===== config.mk =====
export PLATFORM = sky130hd
export DESIGN_NAME = lock_ctrl_flat
export DESIGN_NICKNAME = d
export VERILOG_FILES = /design/src/rtl/lock_ctrl_if.sv /design/src/rtl/lock_ctrl.sv /design/src/flat_wrapper.sv
export SDC_FILE = /design/constraint.sdc
export NUM_CORES = 1
export LEC_CHECK = 0
export CORE_ASPECT_RATIO = 1.5
export CORE_MARGIN = 3
export CORE_UTILIZATION = 40
export DETAILED_ROUTE_END_ITERATION = 10
export PLACE_DENSITY = 0.59
export SETUP_SLACK_MARGIN = 0.5
export SLEW_MARGIN = 20
export SYNTH_ARGS = -nofsm -noshare
export SYNTH_HDL_FRONTEND = slang
export SYNTH_SLANG_ARGS = --single-unit

===== constraint.sdc =====
create_clock -name clk -period 3.3 [get_ports clk]
set_clock_uncertainty 0.05 [all_clocks]
set_input_delay 0.495 -clock clk [delete_from_list [all_inputs] [get_ports clk]]
set_output_delay 0.495 -clock clk [all_outputs]
set_load 0.02 [all_outputs]

===== src/rtl/lock_ctrl_if.sv =====
// Keypad-event / lock-status bundle between the scanner, lock_ctrl and the actuator drivers.
interface lock_ctrl_if;
   logic       key_flag;
   logic [3:0] key_value;
   logic       unlock;
   logic       alarm;
   logic       ok_pulse;
   logic       err_pulse;
   logic [3:0] digit_cnt;
   logic [2:0] fail_cnt;

   modport master (
      output key_flag, key_value,
      input  unlock, alarm, ok_pulse, err_pulse, digit_cnt, fail_cnt
   );

   modport slave (
      input  key_flag, key_value,
      output unlock, alarm, ok_pulse, err_pulse, digit_cnt, fail_cnt
   );
endinterface


===== src/rtl/lock_ctrl.sv =====
// Password-lock controller: digit entry, compare, timed unlock, failure counting, alarm lockout.
// Optional CHANGE_PWD_EN macro adds a SET state for changing the password while open.
module lock_ctrl #(
   parameter int unsigned PWD_LEN     = 4,
   parameter logic [31:0] PWD_DEFAULT = 32'h0000_1234,
   parameter int unsigned MAX_FAIL    = 3,
   parameter int unsigned UNLOCK_CYC  = 250_000_000,
   parameter int unsigned LOCK_CYC    = 500_000_000
) (
   input logic        clk,
   input logic        rst_n,
   lock_ctrl_if.slave bus
);
   localparam int unsigned BUF_W = 32;
   localparam int unsigned TMR_W = 32;

   localparam logic [BUF_W-1:0] PWD_MASK   = BUF_W'((64'd1 << (4 * PWD_LEN)) - 64'd1);
   localparam logic [3:0]       LEN_C      = 4'(PWD_LEN);
   localparam logic [2:0]       MAX_C      = 3'(MAX_FAIL);
   localparam logic [TMR_W-1:0] UNLOCK_END = TMR_W'(UNLOCK_CYC - 1);
   localparam logic [TMR_W-1:0] LOCK_END   = TMR_W'(LOCK_CYC - 1);

   localparam logic [2:0] ST_IDLE    = 3'd0;
   localparam logic [2:0] ST_ENTRY   = 3'd1;
   localparam logic [2:0] ST_OPEN    = 3'd2;
   localparam logic [2:0] ST_LOCKOUT = 3'd3;
`ifdef CHANGE_PWD_EN
   localparam logic [2:0] ST_SET     = 3'd4;
`endif

   logic [2:0]       state_q, state_d;
   logic [BUF_W-1:0] buf_q, buf_d;
   logic [3:0]       cnt_q, cnt_d;
   logic [2:0]       fail_q, fail_d;
   logic [TMR_W-1:0] timer_q, timer_d;
   logic             unlock_q, unlock_d;
   logic             alarm_q, alarm_d;
   logic             ok_q, ok_d;
   logic             err_q, err_d;
   logic [BUF_W-1:0] pwd_cur;

   logic is_digit, is_star, is_hash, timing;

`ifdef CHANGE_PWD_EN
   logic [BUF_W-1:0] pwd_q, pwd_d;
   assign pwd_cur = pwd_q;
`else
   assign pwd_cur = PWD_DEFAULT & PWD_MASK;
`endif

   assign is_digit = bus.key_flag && (bus.key_value <= 4'd9);
   assign is_star  = bus.key_flag && (bus.key_value == 4'd10);
   assign is_hash  = bus.key_flag && (bus.key_value == 4'd11);

   always_ff @(posedge clk or negedge rst_n) begin
      if (!rst_n) begin
         state_q  <= ST_IDLE;
         buf_q    <= '0;
         cnt_q    <= '0;
         fail_q   <= '0;
         timer_q  <= '0;
         unlock_q <= 1'b0;
         alarm_q  <= 1'b0;
         ok_q     <= 1'b0;
         err_q    <= 1'b0;
`ifdef CHANGE_PWD_EN
         pwd_q    <= PWD_DEFAULT & PWD_MASK;
`endif
      end else begin
         state_q  <= state_d;
         buf_q    <= buf_d;
         cnt_q    <= cnt_d;
         fail_q   <= fail_d;
         timer_q  <= timer_d;
         unlock_q <= unlock_d;
         alarm_q  <= alarm_d;
         ok_q     <= ok_d;
         err_q    <= err_d;
`ifdef CHANGE_PWD_EN
         pwd_q    <= pwd_d;
`endif
      end
   end

   always_comb begin
      state_d = state_q;
      buf_d   = buf_q;
      cnt_d   = cnt_q;
      fail_d  = fail_q;
      ok_d    = 1'b0;
      err_d   = 1'b0;
`ifdef CHANGE_PWD_EN
      pwd_d   = pwd_q;
`endif

      case (state_q)
         ST_IDLE: begin
            if (is_digit) begin
               buf_d   = {buf_q[BUF_W-5:0], bus.key_value};
               cnt_d   = 4'd1;
               state_d = ST_ENTRY;
            end
         end
         ST_ENTRY: begin
            if (is_digit && (cnt_q < LEN_C)) begin
               buf_d = {buf_q[BUF_W-5:0], bus.key_value};
               cnt_d = cnt_q + 4'd1;
            end else if (is_star) begin
               buf_d   = '0;
               cnt_d   = '0;
               state_d = ST_IDLE;
            end else if (is_hash) begin
               buf_d = '0;
               cnt_d = '0;
               if ((cnt_q == LEN_C) && ((buf_q & PWD_MASK) == pwd_cur)) begin
                  ok_d    = 1'b1;
                  fail_d  = '0;
                  state_d = ST_OPEN;
               end else begin
                  err_d   = 1'b1;
                  fail_d  = fail_q + 3'd1;
                  state_d = (fail_d == MAX_C) ? ST_LOCKOUT : ST_IDLE;
               end
            end
         end
         ST_OPEN: begin
            if (is_star || (timer_q == UNLOCK_END)) begin
               state_d = ST_IDLE;
`ifdef CHANGE_PWD_EN
            end else if (is_hash) begin
               buf_d   = '0;
               cnt_d   = '0;
               state_d = ST_SET;
`endif
            end
         end
         ST_LOCKOUT: begin
            if (timer_q == LOCK_END) begin
               fail_d  = '0;
               state_d = ST_IDLE;
            end
         end
`ifdef CHANGE_PWD_EN
         ST_SET: begin
            if (is_star || (timer_q == UNLOCK_END)) begin
               buf_d   = '0;
               cnt_d   = '0;
               state_d = ST_IDLE;
            end else if (is_hash) begin
               if (cnt_q == LEN_C) begin
                  pwd_d = buf_q & PWD_MASK;
                  ok_d  = 1'b1;
               end else begin
                  err_d = 1'b1;
               end
               buf_d   = '0;
               cnt_d   = '0;
               state_d = ST_IDLE;
            end else if (is_digit && (cnt_q < LEN_C)) begin
               buf_d = {buf_q[BUF_W-5:0], bus.key_value};
               cnt_d = cnt_q + 4'd1;
            end
         end
`endif
         default: state_d = ST_IDLE;
      endcase

      // Timer restarts on every state change and only runs in the timed states.
      timing = (state_q == ST_OPEN) || (state_q == ST_LOCKOUT);
`ifdef CHANGE_PWD_EN
      timing = timing || (state_q == ST_SET);
`endif
      timer_d  = ((state_d == state_q) && timing) ? timer_q + TMR_W'(1) : '0;

      unlock_d = (state_d == ST_OPEN);
`ifdef CHANGE_PWD_EN
      unlock_d = unlock_d || (state_d == ST_SET);
`endif
      alarm_d  = (state_d == ST_LOCKOUT);
   end

   assign bus.unlock    = unlock_q;
   assign bus.alarm     = alarm_q;
   assign bus.ok_pulse  = ok_q;
   assign bus.err_pulse = err_q;
   assign bus.digit_cnt = cnt_q;
   assign bus.fail_cnt  = fail_q;
endmodule


===== src/flat_wrapper.sv =====
// flat-port wrapper written by rule: the top's interface ports become plain ports
module lock_ctrl_flat 
#(
   parameter int unsigned PWD_LEN     = 4,
   parameter logic [31:0] PWD_DEFAULT = 32'h0000_1234,
   parameter int unsigned MAX_FAIL    = 3,
   parameter int unsigned UNLOCK_CYC  = 250_000_000,
   parameter int unsigned LOCK_CYC    = 500_000_000
)
  (clk, rst_n, bus_key_flag, bus_key_value, bus_unlock, bus_alarm, bus_ok_pulse, bus_err_pulse, bus_digit_cnt, bus_fail_cnt);
  lock_ctrl_if bus_i ();
  input logic clk;
  input logic rst_n;
  input wire logic [$bits(bus_i.key_flag)-1:0] bus_key_flag;
  input wire logic [$bits(bus_i.key_value)-1:0] bus_key_value;
  output wire logic [$bits(bus_i.unlock)-1:0] bus_unlock;
  output wire logic [$bits(bus_i.alarm)-1:0] bus_alarm;
  output wire logic [$bits(bus_i.ok_pulse)-1:0] bus_ok_pulse;
  output wire logic [$bits(bus_i.err_pulse)-1:0] bus_err_pulse;
  output wire logic [$bits(bus_i.digit_cnt)-1:0] bus_digit_cnt;
  output wire logic [$bits(bus_i.fail_cnt)-1:0] bus_fail_cnt;
  assign bus_i.key_flag = bus_key_flag;
  assign bus_i.key_value = bus_key_value;
  assign bus_unlock = bus_i.unlock;
  assign bus_alarm = bus_i.alarm;
  assign bus_ok_pulse = bus_i.ok_pulse;
  assign bus_err_pulse = bus_i.err_pulse;
  assign bus_digit_cnt = bus_i.digit_cnt;
  assign bus_fail_cnt = bus_i.fail_cnt;
  lock_ctrl #(.PWD_LEN(PWD_LEN), .PWD_DEFAULT(PWD_DEFAULT), .MAX_FAIL(MAX_FAIL), .UNLOCK_CYC(UNLOCK_CYC), .LOCK_CYC(LOCK_CYC)) u_core (.clk(clk), .rst_n(rst_n), .bus(bus_i));
endmodule

# After elaboration in Yosys (flattened, before gate mapping)
# Cells that the tools add are included.
dict set report classes {
  magnitude_cmp 2
  eq_ne 19
  reduce_logical 13
  n_addsub 3
  n_mux 36
}
# cell n
set op_table {}
lappend op_table {{two-way mux 16 bit} 4}
lappend op_table {{two-way mux 3 bit} 12}
lappend op_table {{adder 32 x 1 -> 32 bit (second input constant)} 1}
lappend op_table {{== test 32 x 28 -> 1 bit (second input constant)} 1}
lappend op_table {{== test 32 x 29 -> 1 bit (second input constant)} 1}
lappend op_table {{two-way mux 32 bit} 1}
lappend op_table {{one-hot mux 16 bit (2 select lines)} 1}
lappend op_table {{== test 16 x 13 -> 1 bit (second input constant)} 1}
lappend op_table {{two-way mux 4 bit} 4}
lappend op_table {{== test 3 x 2 -> 1 bit (second input constant)} 5}
lappend op_table {{one-hot mux 3 bit (4 select lines)} 1}
lappend op_table {{two-way mux 1 bit} 10}
lappend op_table {{== test 4 bit (second input constant)} 2}
lappend op_table {{one-hot mux 4 bit (2 select lines)} 1}
lappend op_table {{logical AND 1 bit} 6}
lappend op_table {{!= test 2 x 1 -> 1 bit (second input constant)} 3}
lappend op_table {{one-hot mux 3 bit (2 select lines)} 1}
lappend op_table {{AND reduction 5 bit} 1}
lappend op_table {{adder 4 x 1 -> 4 bit (second input constant)} 1}
lappend op_table {{== test 4 x 3 -> 1 bit (second input constant)} 1}
lappend op_table {{less-or-equal comparator 4 bit (second input constant)} 1}
lappend op_table {{less-than comparator 4 x 3 -> 1 bit (second input constant)} 1}
lappend op_table {{!= test 2 bit (second input constant)} 2}
lappend op_table {{!= test 4 x 1 -> 1 bit (second input constant)} 1}
lappend op_table {{8 further kinds} 10}
dict set report word_totals {
  out_inout_bits 11
  wordCells 82
  register_bits 62
  inputBits 7
}

# Longest topological paths before layout
dict set report logic_depth {
  depth_word 11
  ltp_mapped 8
  ltp_nobuf 7
}

# Worst setup path before layout
# No wires, ideal clock.
dict set report synth_timing {
  path_kind {reg2reg}
  start {register u_core.timer_q[9]}
  end {register u_core.state_q[1]}
  path_stages_with_launch 8
  required_time_ns 3.122
  setup_time_ns 0.128
  path_buffers 2
  arrival_ns 2.087
  path_slack_ns 1.034
  period_less_slack_ns 2.266
  cell_sequence {dfrtp_1 or4b_1 or4_4 o31ai_2 and2_1 buf_6 buf_6 nand2_1}
}
dict set report synth_via {
  elab_chain_cells 4
  elab_cells_between_ends 6
  classes_between {eq/ne (2); mux (3); reduce/logical (1)}
}
# element line_no
set synth_rtl {}
lappend synth_rtl {{from (decl)} lock_ctrl.sv:35} ;# logic [TMR_W-1:0] timer_q, timer_d;
lappend synth_rtl {{from (signal assigned)} lock_ctrl.sv:74} ;# timer_q <= timer_d;
lappend synth_rtl {{== test 32 x 28 -> 1 bit} lock_ctrl.sv:127} ;# if (is_star || (timer_q == UNLOCK_END)) begin
lappend synth_rtl {{logical OR 1 bit} lock_ctrl.sv:127}
lappend synth_rtl {{two-way mux 3 bit} lock_ctrl.sv:127}
lappend synth_rtl {{one-hot mux 3 bit (4 select lines) *} lock_ctrl.sv:96} ;# case (state_q)
lappend synth_rtl {{via u_core.state_d[1]} lock_ctrl.sv:31} ;# logic [2:0] state_q, state_d;
lappend synth_rtl {{to (signal assigned)} lock_ctrl.sv:70} ;# state_q <= state_d;
lappend synth_rtl {{to (decl)} lock_ctrl.sv:31}
# Mark *: on every way through the listed nets, which the timed path passes. The rest lies on a longest branch.
# A chain may end at the register's enable or synchronous reset.

# Worst setup path after layout
# Same ends and word-level chain as after synthesis.

==> results.py <==
metrics = {
    "floorplanning": {
        "initial_utilization_pct": 42.0,
        "die_w_um": 78.1,
        "rows": 38,
        "die_h_um": 114,
        "core_area_mm2": 0.00742,
        "io_pins": 18,
        "die_area_mm2": 0.00891,
    },
    "run_status": {
        "status": "complete, no violations",
    },
    "job": {
        "drv_cap": 0,
    },
    "timing": {
        "fin_crit_sh_pct": 78.2,
        "rsz0062_at_grt": "false",
        "worst_slew_pin_slew_ps": 774,
        "drv_slew": 0,
        "period_minus_slack_ps": 2580,
        "hold_violations": 0,
        "setup_tns_ps": 0,
        "clock.fmax_mhz": 387,
        "whs_ps": 277,
        "setup_viol": 0,
        "max_slew_margin_pct": 48.4,
    },
    "synth": {
        "yosysMostFrequentCell": "dfrtp_1",
        "syn_nets": 336,
        "synth-edff-count": 0,
        "synth-async-reset-ratio_pct": 100,
        "synth_area_leaders": "dfrtp_1 50%, xnor2_1 5.3%, nand3_1 5.3%, nor2_1 4.8%, o21ai_0 3.7%",
        "ys_types": 43,
        "yosys.area.top_type": "dfrtp_1",
        "avgSynthCellArea_um2": 9.62,
        "yosysWarningCount": 0,
        "synth.top_cell.area_share_pct": 49.8,
        "netlist_area_mm2": 0.00312,
        "synth_ff_type": "dfrtp_1",
        "syn_inst": 324,
        "ys_seq_area_share_pct": 49.8,
        "ys_ff_latch": 62,
        "synth_common_cells": "62 x dfrtp_1, 40 x nor2_1, 33 x nand3_1",
    },
    "cells_and_area": {
        "fillers": 738,
        "area_delta_synth_final_pct": 13.8,
        "register_area_mm2": 0.00155,
        "multi_input_area_mm2": 0.00141,
        "nets": 358,
        "n_antenna_cell": 0,
        "final_layout_size_suffix_gt1_share_pct": 7.74,
    },
    "pwr": {
        "ir_drop_v": 0.000312,
        "leakage_nw": 1.39,
        "power.density_mw_per_mm2": 482,
    },
    "place": {
        "dpl.hpwl_mm": 4.63,
        "gp_congestion": 0.827,
        "port_buffers": 17,
    },
    "setup_path": {
        "crit_start": "u_core.timer_q[9]",
        "crit_chain": "or4b_1 -> or4_4 -> o31ai_2 -> and2_2 -> buf_6 -> nand2_1",
        "max_stage_delay_ps": 540,
        "r2r-end": "u_core.state_q[1]",
        "critPathMaxFanout": 24,
        "rr_startpoint": "u_core.timer_q[9]",
        "slowest_stage": "or4b_1",
        "r2r_cells": 6,
        "critPathArrivalTime_ps": 2740,
        "cp-end-kind": "flop",
        "critical_path_class": "reg -> reg",
        "cp-start-kind": "flop",
        "worstPathRequired_ps": 3450,
        "worstSetupEndpoint": "u_core.state_q[1]",
        "ff2ff_setup_slack_ps": 720,
    },
    "clock_tree": {
        "cts_num_sinks": 62,
        "clockRootBuffer": "clkbuf_8",
        "clock_path_buffers": 2,
        "insertion_delay_ps": 330,
        "cts_tree": "done",
        "ctsHoldBuffers": 0,
        "clk_pin_slew_ps": 60,
        "cts_made_buffers": 9,
        "h-tree-depth": 3,
    },
    "grt": {
        "grt_max_degree": 63,
        "grt_antenna_before_repair": 0,
        "grt_usage_pct": 16.3,
        "grt_pass1_vias": 2358,
        "gr-total-overflow": 0,
        "grt_pass1_wl_mm": 11.4,
    },
    "detailed_routing": {
        "vias_per_cell": 5.24,
        "drt-wirelength-per-cell_um": 14.6,
        "wl_mm": 6.54,
        "drc": 0,
        "dr.pass1.iters": 4,
        "ant_nets": 0,
        "drt_iter0_drc": 107,
        "num_vias": 2354,
    },
    "min_path": {
        "hp-class": "in -> async",
    },
}
layout by cell type (no fill, tap or decap), types with 11 or more instances in the layout:
cell,n
xnor2_1,19
xor2_1,11
nor2_1,40
o21ai_0,23
inv_1,24
nor3_1,12
nand2_1,13
clkbuf_8,12
nand3_1,33
clkdlybuf4s50_1,16
dfrtp_1,62
nand4_1,12
sequential cells by signal (all words and copies together) (netlist names):
name                  count
u_core.buf_q             16
u_core.bus.fail_cnt       3
u_core.bus.digit_cnt      4
u_core.bus.unlock         1
u_core.timer_q           32
u_core.bus.ok_pulse       1
u_core.bus.alarm          1
u_core.bus.err_pulse      1
u_core.state_q            3
worst min path at each step:
stage	end	cells after the start	slack (ps)	start
floorplan	u_core.buf_q[0]	0	150	rst_n
global placement	u_core.timer_q[0]	1	420	u_core.timer_q[0]
detailed placement	u_core.timer_q[0]	1	420	u_core.timer_q[0]
CTS	u_core.buf_q[3]	2	300	rst_n
global route	u_core.buf_q[3]	2	340	rst_n
finish	u_core.buf_q[3]	2	280	rst_n
per-layer routing:
metal  vias to the layer above  track usage (%)  part of all wire [%]
met1                      1151             20.2                    44
met3                         9             3.70                   2.9
li1                       1168                -                     -
met2                        26             27.2                    52
met4                         0             7.23                   1.7
met5                         -                0                     0
report_power, final:
part	total, mW	switching, mW	internal, mW	leakage (nW)
Sequential	0.914	0.0704	0.844	0.839
Clock	0.589	0.264	0.325	0.0914
Combinational	0.208	0.118	0.0894	0.465
worst max-delay path: cells and delay by family (launching register included):
kind | cells | cell delay (ps)
simple gates | 4 | 1480
flops | 1 | 460
buf+inv | 1 | 250
compound gates | 1 | 210
area by class of cell:
cell class	instances	share of cell area [%]
inverter	24	2.54
multi-input combinational	228	39.7
tap	100	3.53
clock inverter	1	0.141
clock buffer	13	4.76
timing repair buffer	21	5.61
sequential	62	43.7
cells by family (layout without fill, tap and decap cells):
group,Yosys count,in the layout,synth area share [%]
buffers and inverters,34,59,5.06
XOR/XNOR,30,30,8.43
AO/OA/AOI/OAI,38,38,7.95
other,1,1,0.120
flip-flops,62,62,49.8
multiplexers,1,1,0.361
AND/OR/NAND/NOR,153,153,26.3
adder cells (fa/ha/maj),5,5,2.01
stage by stage:
stage | power (mW) | util [%] | setup slack, ps | cells | cell area [um2]
floorplan | 1.04 | - | 1030 | 324 | 3120
global placement | 1.13 | 45.4 | 537 | 435 | 3370
detailed placement | 1.14 | 45.4 | 484 | 435 | 3370
CTS | 1.74 | 47.8 | 504 | 449 | 3540
global route | 1.81 | 47.8 | 586 | 449 | 3550
finish | 1.71 | 47.8 | 718 | 449 | 3550
what timing repair did:
item | CTS | global route
endpoints found under the setup margin | 0 | 24
buffers inserted | 0 | 0
resized for setup | 0 | 2
endpoints found under the hold margin | 0 | 0
No activity file was read; power rests on OpenSTA's default activity.
